$ cat src/rtl/float8_accum_ctrl.sv
// Sequences a shared external float8 adder to reduce a burst of iLen operands to one sum.
// Latency: result valid the cycle after the last accepted operand (N+1 cycles from ACC entry).
// Backpressure: oDataReady only in ACC; result held in DONE until iResultReady, no new burst until then.
module float8_accum_ctrl #(
    parameter int LEN_W = 8
) (
    input  logic             iClk,
    input  logic             iRst,
    input  logic             iStart,
    input  logic [LEN_W-1:0] iLen,
    input  logic [7:0]       iData,
    input  logic             iDataValid,
    output logic             oDataReady,
    output logic [7:0]       oAddA,
    output logic [7:0]       oAddB,
    input  logic [7:0]       iAddSum,
    input  logic             iAddOvf,
    output logic [7:0]       oResult,
    output logic             oResultValid,
    input  logic             iResultReady,
    output logic             oOverflow,
    output logic             oBusy
);

    typedef enum logic [1:0] {
        IDLE = 2'd0,
        ACC  = 2'd1,
        DONE = 2'd2
    } state_t;

    state_t           state;
    state_t           state_nxt;
    logic [7:0]       acc;
    logic [LEN_W-1:0] cnt;
    logic [LEN_W-1:0] len;
    logic             ovf;
    logic             xfer;
    logic             last_xfer;
    logic             start_ok;

    // len is never zero while in ACC, so len-1 cannot wrap; cnt tops out at len-1 before the compare.
    assign xfer      = (state == ACC) && iDataValid;
    assign last_xfer = xfer && (cnt == (len - LEN_W'(1)));
    assign start_ok  = (state == IDLE) && iStart;

    // The adder always sees the accumulator and the incoming operand.
    assign oAddA        = acc;
    assign oAddB        = iData;
    assign oResult      = acc;
    assign oOverflow    = ovf;
    assign oDataReady   = (state == ACC);
    assign oResultValid = (state == DONE);
    assign oBusy        = (state != IDLE);

    // State register.
    always_ff @(posedge iClk) begin
        if (iRst) begin
            state <= IDLE;
        end else begin
            state <= state_nxt;
        end
    end

    // Next-state decode; a start arriving in DONE is ignored because it is only looked at in IDLE.
    always_comb begin
        state_nxt = state;
        case (state)
            IDLE: begin
                if (iStart) begin
                    state_nxt = (iLen != '0) ? ACC : DONE;
                end
            end
            ACC: begin
                if (last_xfer) begin
                    state_nxt = DONE;
                end
            end
            DONE: begin
                if (iResultReady) begin
                    state_nxt = IDLE;
                end
            end
            default: state_nxt = IDLE;
        endcase
    end

    // Accumulator, counter and sticky overflow; saturation keeps the accumulator's own sign.
    always_ff @(posedge iClk) begin
        if (iRst) begin
            acc <= 8'h00;
            cnt <= '0;
            len <= '0;
            ovf <= 1'b0;
        end else if (start_ok) begin
            acc <= 8'h00;
            cnt <= '0;
            len <= iLen;
            ovf <= 1'b0;
        end else if (xfer) begin
            cnt <= cnt + LEN_W'(1);
            if (iAddOvf) begin
                acc <= {acc[7], 7'h7F};
                ovf <= 1'b1;
            end else begin
                acc <= iAddSum;
            end
        end
    end

endmodule
$ cat config.mk
export PLATFORM = sky130hd
export DESIGN_NAME = float8_accum_ctrl
export DESIGN_NICKNAME = d
export VERILOG_FILES = /design/src/rtl/float8_accum_ctrl.sv
export SDC_FILE = /design/constraint.sdc
export NUM_CORES = 1
export LEC_CHECK = 0
export CORE_UTILIZATION = 46
export DETAILED_ROUTE_END_ITERATION = 10
export GPL_TIMING_DRIVEN = 1
export PLACE_DENSITY = 0.9
export SYNTH_ARGS = -nofsm -noshare
export SYNTH_HDL_FRONTEND = slang
export SYNTH_SLANG_ARGS = --single-unit
$ cat constraint.sdc
create_clock -name iClk -period 3.55 [get_ports iClk]
set_input_delay 0.71 -clock iClk [delete_from_list [all_inputs] [get_ports iClk]]
set_output_delay 0.71 -clock iClk [all_outputs]
set_load 0.02 [all_outputs]
==> metrics.txt <==
antenna violations before repair 0; via count 1198; level count of the clock H-tree 1; Yosys top cell area share 36.7%; TritonCTS Sinks 27; Total Routed Length 2770 um; Clk Tree Root Cell sky130_fd_sc_hd__clkbuf_4; largest cells by area after synthesis sky130_fd_sc_hd__dfxtp_1 (37%), sky130_fd_sc_hd__buf_4 (9.2%), sky130_fd_sc_hd__nor2_1 (9.2%), sky130_fd_sc_hd__mux2i_1 (6.1%), sky130_fd_sc_hd__xor2_1 (5.9%); Async S/R FF share, synth 0%; Hold Violations, Final 0; Main synth FF type sky130_fd_sc_hd__dfxtp_1; final RePlAce weighted congestion 0.842; Final Max Slew Viols 0; CTS tree done; number of antenna-violating nets in the routed design 0; category of the worst setup path capture point output port; DRC Markers 0; 1st-iter DRT viols 56; overflow left after global routing 0; WP data required 2.84 ns; share of the yosys chip area belonging to registers 36.7%; postcts setup bufs 0; maximum number of pins on one net before global-route repair 18; wire length of the first global-routing pass 4630 um; Ant. Diodes 0; final period utilization 65.9%; kind of start point of the critical path flop; mean cell area of the mapped netlist 8.56 um2; buffers added on ports 41; cell leakage power 0.000693 uW; quantity of hold-fixing buffers added after cts 0; clock buffers created by TritonCTS 3; synthesized instance count 172; Vias/cell 4.99; floorplan core area 3050 um2; number of warnings printed during yosys synthesis 0; number of standard-cell rows in the floorplan 20; clock transition at the register clock pins on the worst setup and hold paths after CTS 0.15 ns; Max IR drop VDD 0.197 mV; clock insertion delay at the later pin of the skew report 0.34 ns; final total negative setup slack 0 ns; width of the die 58.6 um; DR pass1 iterations 4; worst clock skew 0.0140 ns; max-slew headroom at the worst pin 76.9%; hold path cells 2; WL per Instance 11.6 um; slew at the pin closest to its max-slew limit 0.346 ns; die extent in y 58.6 um; final period demand of the worst path 2.34 ns; maximum clock rate 428 MHz; via count of the first global-routing pass 1052; number of register bits inferred by synthesis 27; number of nets produced by synthesis 204; unrepaired setup endpoints after global routing no; HPWL after detailed placement 2170 um; ratio of total power to cell area 364 nW/um2; max-capacitance violation count 0; total die area 3430 um2; number of enable-type register cells in the synthesized netlist 0; path type of the worst setup path flop to output port; starting density of the core 48.2%; Layout area overhead 24.1%; largest buffer count on any clock path 2; fin nets 229; Netlist Area Pre-Place 1470 um2; count of distinct cell types in the synthesized netlist 34; HP Class flop to flop; Worst EP arrival 1.63 ns; layout cells sized above 1 5.61%; GRT Resource Usage Total 18.0%; final count of negative-setup-slack endpoints 0; number of filler instances in the final layout 271; post-route standard cell area excluding fillers 1830 um2; IO Pins 58; CP max FO 7; FF-to-FF path depth 7; # resized after CTS 0; placed inst area 1800 um2; result of the run completed; post-synthesis cell type with the largest combined area sky130_fd_sc_hd__dfxtp_1
through the flow:
| stage | power, uW | setup WS [ns] | util (%) | hold WS (ns) | std cells |
|---|---|---|---|---|---|
| final | 666 | 1.21 | 59.9 | 0.499 | 240 |
| after global routing | 703 | 1.10 | 59.9 | 0.540 | 240 |
| after global placement | 533 | 1.27 | 58.9 | 0.462 | 236 |
| after CTS | 672 | 1.18 | 59.9 | 0.508 | 240 |
| after floorplan | 486 | 1.88 | - | 0.482 | 172 |
| after detailed placement | 537 | 1.21 | 58.9 | 0.476 | 236 |
kinds of logic (layout without fill, tap and decap cells):
group / count (synthesis) / count (layout) / synth area share, %
AOI/OAI and AO/OA: 22 / 22 / 9.52
muxes: 9 / 9 / 6.12
xor gates and xnor gates: 18 / 18 / 10.7
buffers and inverters: 28 / 52 / 12.1
DFF: 27 / 27 / 36.7
and+or+nand+nor: 66 / 66 / 23.2
adders and majority gates: 2 / 2 / 1.70
Yosys cell counts, types with 4 or more instances:
| master | instances |
|---|---|
| sky130_fd_sc_hd__nor2b_1 | 5 |
| sky130_fd_sc_hd__inv_1 | 4 |
| sky130_fd_sc_hd__xnor2_1 | 8 |
| sky130_fd_sc_hd__xor2_1 | 10 |
| sky130_fd_sc_hd__a21oi_1 | 8 |
| sky130_fd_sc_hd__nor2_1 | 36 |
| sky130_fd_sc_hd__mux2i_1 | 9 |
| sky130_fd_sc_hd__nand2_1 | 4 |
| sky130_fd_sc_hd__a211oi_1 | 7 |
| sky130_fd_sc_hd__dfxtp_1 | 27 |
| sky130_fd_sc_hd__buf_4 | 18 |
| sky130_fd_sc_hd__nand3_1 | 5 |
| sky130_fd_sc_hd__buf_2 | 4 |
path summary, 6_finish.rpt:
path / slack, ns / startpoint / end
max: 1.21 / state[0] / oDataReady
min: 0.50 / oOverflow / oOverflow
max reg2reg: 1.85 / len[0] / state[0]
min reg2reg: 0.50 / oOverflow / oOverflow
critical path: stages, from the launching register on:
cell and delay, ns:
sky130_fd_sc_hd__dfxtp_1 0.44, sky130_fd_sc_hd__nor2b_1 0.22, sky130_fd_sc_hd__clkdlybuf4s50_1 0.63
per-layer routing:
metal | part of all wire (%) | wire length (um) | global-route usage, %
met1 | 47 | 1310 | 24.1
met2 | 46 | 1280 | 28.6
met3 | 5.8 | 160 | 4.84
met4 | 0.76 | 21 | 5.10
met5 | 0 | 0 | 0
where the power goes:
group	internal, uW	switching [uW]	leakage (uW)	total [uW]
Clock	43.2	92.0	0.0000139	135
Combinational	102	88.8	0.000460	191
Sequential	319	19.8	0.000220	339
area by class of cell:
| cell class | instances | area (um2) | area share [%] |
|---|---|---|---|
| clock buffers | 3 | 22.5 | 1.23 |
| clock inverters | 1 | 7.51 | 0.411 |
| inverters | 4 | 15.0 | 0.821 |
| multi-input cells | 117 | 754 | 41.3 |
| flip-flops and latches | 27 | 541 | 29.6 |
| well taps | 44 | 55.1 | 3.01 |
| repair buffers | 44 | 433 | 23.7 |
registers in the layout, indices dropped and copies added, names as in the netlist:
signal,flops
oOverflow,1
cnt,8
len,8
state,2
oAddA,8
cell usage in the layout (no fill, tap or decap), types with 2 or more instances in the layout:
cell                              instances
sky130_fd_sc_hd__clkbuf_4                 3
sky130_fd_sc_hd__nor4_1                   2
sky130_fd_sc_hd__nand3_1                  5
sky130_fd_sc_hd__o21ai_0                  2
sky130_fd_sc_hd__a21oi_1                  8
sky130_fd_sc_hd__xnor2_1                  8
sky130_fd_sc_hd__nor2b_1                  5
sky130_fd_sc_hd__xor2_1                  10
sky130_fd_sc_hd__and3_1                   2
sky130_fd_sc_hd__nand2_1                  4
sky130_fd_sc_hd__nor3_1                   2
sky130_fd_sc_hd__clkdlybuf4s50_1         41
sky130_fd_sc_hd__mux2i_1                  9
sky130_fd_sc_hd__ha_1                     2
sky130_fd_sc_hd__a211oi_1                 7
sky130_fd_sc_hd__nand4_1                  2
sky130_fd_sc_hd__inv_1                    4
sky130_fd_sc_hd__buf_4                    3
sky130_fd_sc_hd__dfxtp_1                 27
sky130_fd_sc_hd__nor2_1                  36
No activity file was read; power rests on OpenSTA's default activity.
